<file path="config.mk">
export PLATFORM = sky130hd
export DESIGN_NAME = screen_scaler_renderer
export DESIGN_NICKNAME = d
export VERILOG_FILES = /design/src/rtl/screen_scaler_renderer.sv
export SDC_FILE = /design/constraint.sdc
export NUM_CORES = 1
export LEC_CHECK = 0
export CELL_PAD_IN_SITES_DETAIL_PLACEMENT = 1
export CELL_PAD_IN_SITES_GLOBAL_PLACEMENT = 1
export CORE_MARGIN = 5
export CORE_UTILIZATION = 35
export CTS_BUF_LIST = sky130_fd_sc_hd__clkbuf_2 sky130_fd_sc_hd__clkbuf_4 sky130_fd_sc_hd__clkbuf_8
export CTS_CLUSTER_DIAMETER = 80
export DETAILED_ROUTE_END_ITERATION = 10
export PLACE_DENSITY = 0.87
export SLEW_MARGIN = 10
export SYNTH_ARGS = -nofsm -noshare
export SYNTH_HDL_FRONTEND = slang
export SYNTH_SLANG_ARGS = --single-unit
</file>
<file path="constraint.sdc">
create_clock -name vga_clk -period 8.9 [get_ports vga_clk]
set_input_delay 1.78 -clock vga_clk [delete_from_list [all_inputs] [get_ports vga_clk]]
set_output_delay 1.78 -clock vga_clk [all_outputs]
set_load 0.05 [all_outputs]
</file>
<file path="src/rtl/screen_scaler_renderer.sv">
// -----------------------------------------------------------------------------
// screen_scaler_renderer
//
// Full-screen indexed image renderer on vga_clk. Scales an SRC_W x SRC_H image
// up to the DISP_W x DISP_H active area with column/row DDA step counters (no
// dividers), picks one of NUM_SCREENS images stacked in one ROM, and emits a
// registered 4-bit RGB pixel three clocks after DrawX/DrawY.
//
// Pipeline:
//   c0  DrawX/DrawY/blank sampled, DDA and address computed
//   c1  rom_addr registered
//   c2  rom_q valid, palette lookup (pal_idx = rom_q)
//   c3  red/green/blue registered
//
// Optional feature macro: SCREEN_FADE_EN
//   defined   : fade FSM (SHOWN/FADE_OUT/DARK/FADE_IN) scales colours by a
//               0..16 brightness level stepped every FADE_FRAMES frame starts.
//   undefined : level fixed at 16, fade_in/fade_out ignored, fade_busy = 0.
//
// Ports:
//   vga_clk                     pixel clock
//   reset                       synchronous active-high reset
//   DrawX, DrawY                current pixel column / row
//   blank                       1 = active video
//   screen_sel                  requested screen, latched at frame start
//   fade_in, fade_out           single-cycle fade requests
//   rom_addr                    registered ROM address (ROM has 1 clk latency)
//   rom_q                       ROM data
//   pal_idx                     palette index (= rom_q)
//   pal_red/green/blue          palette colour for pal_idx
//   red/green/blue              registered output colour
//   fade_busy                   1 while fading in or out
// -----------------------------------------------------------------------------
module screen_scaler_renderer #(
    parameter int  SRC_W       = 160,
    parameter int  SRC_H       = 120,
    parameter int  DISP_W      = 640,
    parameter int  DISP_H      = 480,
    parameter int  NUM_SCREENS = 2,
    parameter int  ADDR_W      = 16,
    parameter int  IDX_W       = 12,
    parameter int  FADE_FRAMES = 2,
    localparam int SEL_W       = (NUM_SCREENS > 1) ? $clog2(NUM_SCREENS) : 1
) (
    input  logic              vga_clk,
    input  logic              reset,
    input  logic [9:0]        DrawX,
    input  logic [9:0]        DrawY,
    input  logic              blank,
    input  logic [SEL_W-1:0]  screen_sel,
    input  logic              fade_in,
    input  logic              fade_out,
    output logic [ADDR_W-1:0] rom_addr,
    input  logic [IDX_W-1:0]  rom_q,
    output logic [IDX_W-1:0]  pal_idx,
    input  logic [3:0]        pal_red,
    input  logic [3:0]        pal_green,
    input  logic [3:0]        pal_blue,
    output logic [3:0]        red,
    output logic [3:0]        green,
    output logic [3:0]        blue,
    output logic              fade_busy
);

    localparam int XW  = (SRC_W > 1) ? $clog2(SRC_W) : 1;
    localparam int YW  = (SRC_H > 1) ? $clog2(SRC_H) : 1;
    localparam int AXW = $clog2(2 * DISP_W);
    localparam int AYW = $clog2(2 * DISP_H);

    localparam logic [9:0]        DISP_W10 = 10'(DISP_W);
    localparam logic [9:0]        DISP_H10 = 10'(DISP_H);
    localparam logic [AXW-1:0]    XSTEP    = AXW'(SRC_W);
    localparam logic [AXW-1:0]    XLIM     = AXW'(DISP_W);
    localparam logic [AYW-1:0]    YSTEP    = AYW'(SRC_H);
    localparam logic [AYW-1:0]    YLIM     = AYW'(DISP_H);
    localparam logic [XW-1:0]     XMAX     = XW'(SRC_W - 1);
    localparam logic [YW-1:0]     YMAX     = YW'(SRC_H - 1);
    localparam logic [ADDR_W-1:0] SCR_SIZE = ADDR_W'(SRC_W * SRC_H);
    localparam logic [ADDR_W-1:0] ROW_SIZE = ADDR_W'(SRC_W);
    localparam logic [SEL_W:0]    NSCR     = (SEL_W + 1)'(NUM_SCREENS);

    // Brightness scaling: (c * level) >> 4, saturating at 15.
    function automatic logic [3:0] scale_c(input logic [3:0] c, input logic [4:0] lvl);
        logic [8:0] prod;
        prod = {5'b0, c} * {4'b0, lvl};
        if (prod[8]) begin
            return 4'hF;
        end
        return prod[7:4];
    endfunction

    logic              in_area;
    logic              frame_start;
    logic              pixel_ok;
    logic [SEL_W-1:0]  scr_in;
    logic [SEL_W-1:0]  scr_cur;
    logic [SEL_W-1:0]  scr_q;
    logic [AXW-1:0]    xacc_q, xacc_d, xsum;
    logic [AYW-1:0]    yacc_q, yacc_d, ysum;
    logic [XW-1:0]     src_x_q, src_x_d;
    logic [YW-1:0]     src_y_q, src_y_d;
    logic [ADDR_W-1:0] addr_q, addr_d;
    logic              frame_valid_q;
    logic              ok1_q, ok2_q;
    logic [3:0]        red_q, green_q, blue_q;
    logic [3:0]        red_d, green_d, blue_d;
    logic [4:0]        level;

    assign in_area     = (DrawX < DISP_W10) && (DrawY < DISP_H10);
    assign frame_start = (DrawX == 10'd0) && (DrawY == 10'd0);
    assign scr_in      = ({1'b0, screen_sel} < NSCR) ? screen_sel : '0;
    // The first pixel of a frame already uses the newly requested screen.
    assign scr_cur     = frame_start ? scr_in : scr_q;
    assign pixel_ok    = blank && in_area && (frame_valid_q || frame_start);

    // Column and row DDA. The _d values are the source coordinates of the
    // pixel presented this cycle; the _q values hold the previous pixel's.
    always_comb begin
        xacc_d  = xacc_q;
        src_x_d = src_x_q;
        yacc_d  = yacc_q;
        src_y_d = src_y_q;
        xsum    = xacc_q + XSTEP;
        ysum    = yacc_q + YSTEP;
        if (in_area) begin
            if (DrawX == 10'd0) begin
                xacc_d  = '0;
                src_x_d = '0;
                // Row advances once per line, on its first pixel.
                if (DrawY == 10'd0) begin
                    yacc_d  = '0;
                    src_y_d = '0;
                end else if (ysum >= YLIM) begin
                    yacc_d = ysum - YLIM;
                    if (src_y_q != YMAX) src_y_d = src_y_q + 1'b1;
                end else begin
                    yacc_d = ysum;
                end
            end else if (xsum >= XLIM) begin
                xacc_d = xsum - XLIM;
                if (src_x_q != XMAX) src_x_d = src_x_q + 1'b1;
            end else begin
                xacc_d = xsum;
            end
        end
    end

    always_comb begin
        addr_d = addr_q;
        if (in_area && (frame_valid_q || frame_start)) begin
            addr_d = SCR_SIZE * ADDR_W'(scr_cur) + ROW_SIZE * ADDR_W'(src_y_d)
                   + ADDR_W'(src_x_d);
        end
    end

    always_comb begin
        red_d   = 4'h0;
        green_d = 4'h0;
        blue_d  = 4'h0;
        if (ok2_q) begin
            red_d   = scale_c(pal_red, level);
            green_d = scale_c(pal_green, level);
            blue_d  = scale_c(pal_blue, level);
        end
    end

    always_ff @(posedge vga_clk) begin
        if (reset) begin
            scr_q         <= '0;
            xacc_q        <= '0;
            yacc_q        <= '0;
            src_x_q       <= '0;
            src_y_q       <= '0;
            addr_q        <= '0;
            frame_valid_q <= 1'b0;
            ok1_q         <= 1'b0;
            ok2_q         <= 1'b0;
            red_q         <= 4'h0;
            green_q       <= 4'h0;
            blue_q        <= 4'h0;
        end else begin
            scr_q         <= scr_cur;
            xacc_q        <= xacc_d;
            yacc_q        <= yacc_d;
            src_x_q       <= src_x_d;
            src_y_q       <= src_y_d;
            addr_q        <= addr_d;
            frame_valid_q <= frame_valid_q | frame_start;
            ok1_q         <= pixel_ok;
            ok2_q         <= ok1_q;
            red_q         <= red_d;
            green_q       <= green_d;
            blue_q        <= blue_d;
        end
    end

    assign rom_addr = addr_q;
    assign pal_idx  = rom_q;
    assign red      = red_q;
    assign green    = green_q;
    assign blue     = blue_q;

`ifdef SCREEN_FADE_EN
    localparam int FCW = (FADE_FRAMES > 1) ? $clog2(FADE_FRAMES) : 1;
    localparam logic [FCW-1:0] FCNT_LAST = FCW'(FADE_FRAMES - 1);

    typedef enum logic [1:0] {SHOWN, FADE_OUT, DARK, FADE_IN} fade_state_t;

    fade_state_t    state_q, state_d;
    logic [4:0]     level_q, level_d;
    logic [FCW-1:0] fcnt_q, fcnt_d;

    // A request pulse takes priority over a level step in the same cycle;
    // fade_out beats fade_in, and requests matching the current direction
    // or end state are dropped.
    always_comb begin
        state_d = state_q;
        level_d = level_q;
        fcnt_d  = fcnt_q;
        if (fade_out && (state_q == SHOWN || state_q == FADE_IN)) begin
            state_d = FADE_OUT;
            fcnt_d  = '0;
        end else if (!fade_out && fade_in && (state_q == DARK || state_q == FADE_OUT)) begin
            state_d = FADE_IN;
            fcnt_d  = '0;
        end else if (frame_start && (state_q == FADE_OUT || state_q == FADE_IN)) begin
            if (fcnt_q == FCNT_LAST) begin
                fcnt_d = '0;
                if (state_q == FADE_OUT) begin
                    level_d = level_q - 5'd1;
                    if (level_q == 5'd1) state_d = DARK;
                end else begin
                    level_d = level_q + 5'd1;
                    if (level_q == 5'd15) state_d = SHOWN;
                end
            end else begin
                fcnt_d = fcnt_q + 1'b1;
            end
        end
    end

    always_ff @(posedge vga_clk) begin
        if (reset) begin
            state_q <= SHOWN;
            level_q <= 5'd16;
            fcnt_q  <= '0;
        end else begin
            state_q <= state_d;
            level_q <= level_d;
            fcnt_q  <= fcnt_d;
        end
    end

    assign level     = level_q;
    assign fade_busy = (state_q == FADE_OUT) || (state_q == FADE_IN);
`else
    logic unused_fade;
    assign unused_fade = fade_in ^ fade_out ^ (FADE_FRAMES < 1);
    assign level       = 5'd16;
    assign fade_busy   = 1'b0;
`endif

endmodule

</file>
==> run summary <==
Synth area leaders -> dfxtp_1 (34%), ha_1 (8.1%), nor2_1 (5.4%)
HPWL Detailed -> 7530 microns
Sequential-to-total area share from yosys stat -> 0.338
Register share of total power -> 0.495
Final #Nets -> 548
Most used flip-flop cell after synthesis -> dfxtp_1
Fmax achieved -> 142 MHz
Hold Crit Start -> rom_addr[9]$_SDFFE_PP0P_
Largest net degree at the start of global routing -> 43
Hold Fails Final Rpt -> 0
Die W -> 111 microns
Total vias in the final route -> 3234
Num CTS Buffers -> 9
Routed WL per cell -> 16.8 microns
Clock skew -> 10.6 ps
Maxcap violations -> 0
Area delta synth->final -> 22.8%
TNS Setup -> 0 ps
Syn Nets -> 497
Drt first pass iters -> 5
Async SR Flop Fraction -> 0
Starting density of the core -> 0.362
Synth Warn # -> 0
Worst-Margin Slew -> 869 ps
Count of final setup violators -> 0
CTS max path bufs -> 2
Total leakage power -> 1.66 nW
Hold Path Class -> flip-flop to flip-flop
Most frequent cell after synthesis -> dfxtp_1
Worst skew pair latency -> 350 ps
Total track usage -> 0.168
Antenna Cells -> 0
CTS tree -> done
Remaining Overflow, GRT -> 0
Final Max Slew Viols -> 0
Remaining DRCs -> 0
Outcome -> finished clean
DRT iter0 DRCs -> 149
First-pass GRT wire length -> 16900 microns
Clock share of power -> 0.435
Sw Share -> 0.230
Vias in the first global route -> 3493
Most frequent cells after synthesis -> dfxtp_1 (60), nor2_1 (51), nand2_1 (41), a21oi_1 (30), ha_1 (23)
Clock-pin slew on the worst setup and hold paths -> 70 ps
RSZ-0062 raised after global routing -> no
Die area -> 12300 sq um
Remaining antenna violation count -> 0
Rows -> 36
Post-CTS Hold Fix Bufs -> 0
Critical Path Source -> DrawY[6]
Pwr/cell area -> 126 nW/um^2
Comb pwr share -> 0.070
Core box area -> 9820 sq um
CP Launch Type -> primary input
Port bufs -> 63
VDD IR max -> 0.0634 mV
Number of library cell types mapped by synthesis -> 65
Register-to-Register Path Depth -> 21
GP Congestion -> 0.848
Synthesized area per cell -> 8.41 sq um
Kind of critical path -> primary input to flip-flop
Synth Area in Compound Gates -> 0.173
Post-Synthesis Cells -> 422
Cts repair resizes -> 0
Period minus WS final -> 7030 ps
Period utilization -> 0.789
Net Sw Power -> 126 uW
Fin cells -> 611
Hold path cells -> 2
Yosys top cell area share -> 0.338
Worst-path fanout max -> 13
RR Startpoint -> yacc_q[3]$_SDFFE_PP0P_
Final wirelength -> 10200 microns
Max-slew headroom -> 0.418
Die height -> 111 microns
Largest family of logic cells by synthesized area -> simple AND/OR/NAND/NOR gates
Vias per Instance -> 5.29
Boundary pin count -> 91
Root buffer cell -> clkbuf_8
Antenna violations before repair -> 0
EDFF count, synth -> 0
Proportion of synthesized area in mux cells -> 0.00916
Internal power -> 423 uW
Adder-Cell Fraction of Synth Area -> 0.0923
Post-synthesis xor/xnor area fraction -> 0.0715
Synthesized area -> 3550 sq um
Simple-gate share of the synthesized area -> 0.240
Synthesized flop and latch total -> 60
Synth area leader -> dfxtp_1
Setup crit end kind -> flip-flop
Share of post-route cells with drive strength above 1 -> 0.0921
CP arrival -> 7280 ps
Worst EP required -> 9160 ps
H-tree depth -> 3
Clk sinks -> 60
Setup Buffers After CTS -> 0
Placed cells -> 595
-- path summary, 6_finish.rpt --
kind	to	slack [ps]
setup / recovery	rom_addr[14]$_SDFFE_PP0P_	1870
hold / removal	rom_addr[9]$_SDFFE_PP0P_	460
setup reg to reg	rom_addr[14]$_SDFFE_PP0P_	3660
hold reg to reg	rom_addr[9]$_SDFFE_PP0P_	460
-- power by group through the flow --
| stage | logic, mW | clock network [mW] | registers, mW |
|---|---|---|---|
| after floorplan | 0.0345 | 0 | 0.277 |
| after global placement | 0.0364 | 0 | 0.278 |
| after detailed placement | 0.0383 | 0 | 0.278 |
| after CTS | 0.0387 | 0.245 | 0.272 |
| after global routing | 0.0419 | 0.259 | 0.272 |
| final | 0.0385 | 0.239 | 0.272 |
-- stage by stage --
step / total power [mW] / util / hold WS, ps / area (sq um) / setup slack [ps]
final: 0.549 / 0.444 / 456 / 4360 / 1870
after global routing: 0.572 / 0.444 / 477 / 4360 / 1350
after CTS: 0.556 / 0.444 / 462 / 4360 / 1940
after detailed placement: 0.316 / 0.424 / 433 / 4170 / 1700
after global placement: 0.314 / 0.424 / 424 / 4170 / 1920
after floorplan: 0.311 / - / 414 / 3550 / 3460
-- cells by family (layout without fill, tap and decap cells) --
| kind of cell | Yosys count | in the layout |
|---|---|---|
| AND/OR/NAND/NOR | 172 | 172 |
| AO/OA/AOI/OAI | 90 | 90 |
| flip-flops | 60 | 60 |
| buffers and inverters | 42 | 98 |
| XOR/XNOR | 29 | 29 |
| adder cells (fa/ha/maj) | 25 | 25 |
| multiplexers | 3 | 3 |
| other | 1 | 1 |
-- critical path, stage by stage --
cell	delay (ps)
clkdlybuf4s50_1	430
a41oi_1	310
nand2_2	220
nor2_1	710
nand2_1	450
nor2_1	420
a21oi_1	130
a21oi_1	400
ha_1	350
ha_1	300
a21oi_1	190
nor2b_1	70
nor2_1	130
xnor2_1	90
ha_1	310
nand2_1	80
o21bai_1	220
nand2_1	120
or3_1	340
a311oi_2	230
-- state kept, by name (all words and copies together), names as in the netlist --
register / count
rom_addr: 16
ok2_q: 1
ok1_q: 1
green: 4
xacc_q: 6
frame_valid_q: 1
yacc_q: 7
src_x_q: 8
red: 4
scr_q: 1
blue: 4
src_y_q: 7
-- area by class of cell --
type	count	area, sq um
clock buffers	15	188
repair buffers	66	653
clock inverters	1	5.00
well taps	133	166
flip-flops and latches	60	1200
fillers	1195	5460
inverters	16	60.1
multi-input cells	320	2090
-- placed cells by master (no fill, tap or decap), types with 7 or more instances in the layout --
| master | count |
|---|---|
| nor2_1 | 51 |
| nand2_1 | 41 |
| inv_1 | 16 |
| clkbuf_8 | 12 |
| xnor2_1 | 16 |
| o21ai_0 | 19 |
| nor3_1 | 12 |
| clkdlybuf4s50_1 | 63 |
| ha_1 | 23 |
| nor2b_1 | 7 |
| and2_1 | 20 |
| xor2_1 | 13 |
| a21oi_1 | 30 |
| dfxtp_1 | 60 |
| nand3_1 | 11 |
-- routing by layer --
layer  global-route usage  vias up  wire (microns)
li1                     -     1556               -
met1                0.185     1599            4150
met2                0.308       51            5570
met3               0.0388       28             264
met4               0.0681        0             252
met5                    0        -               0
Power figures use the tool's default switching activity.
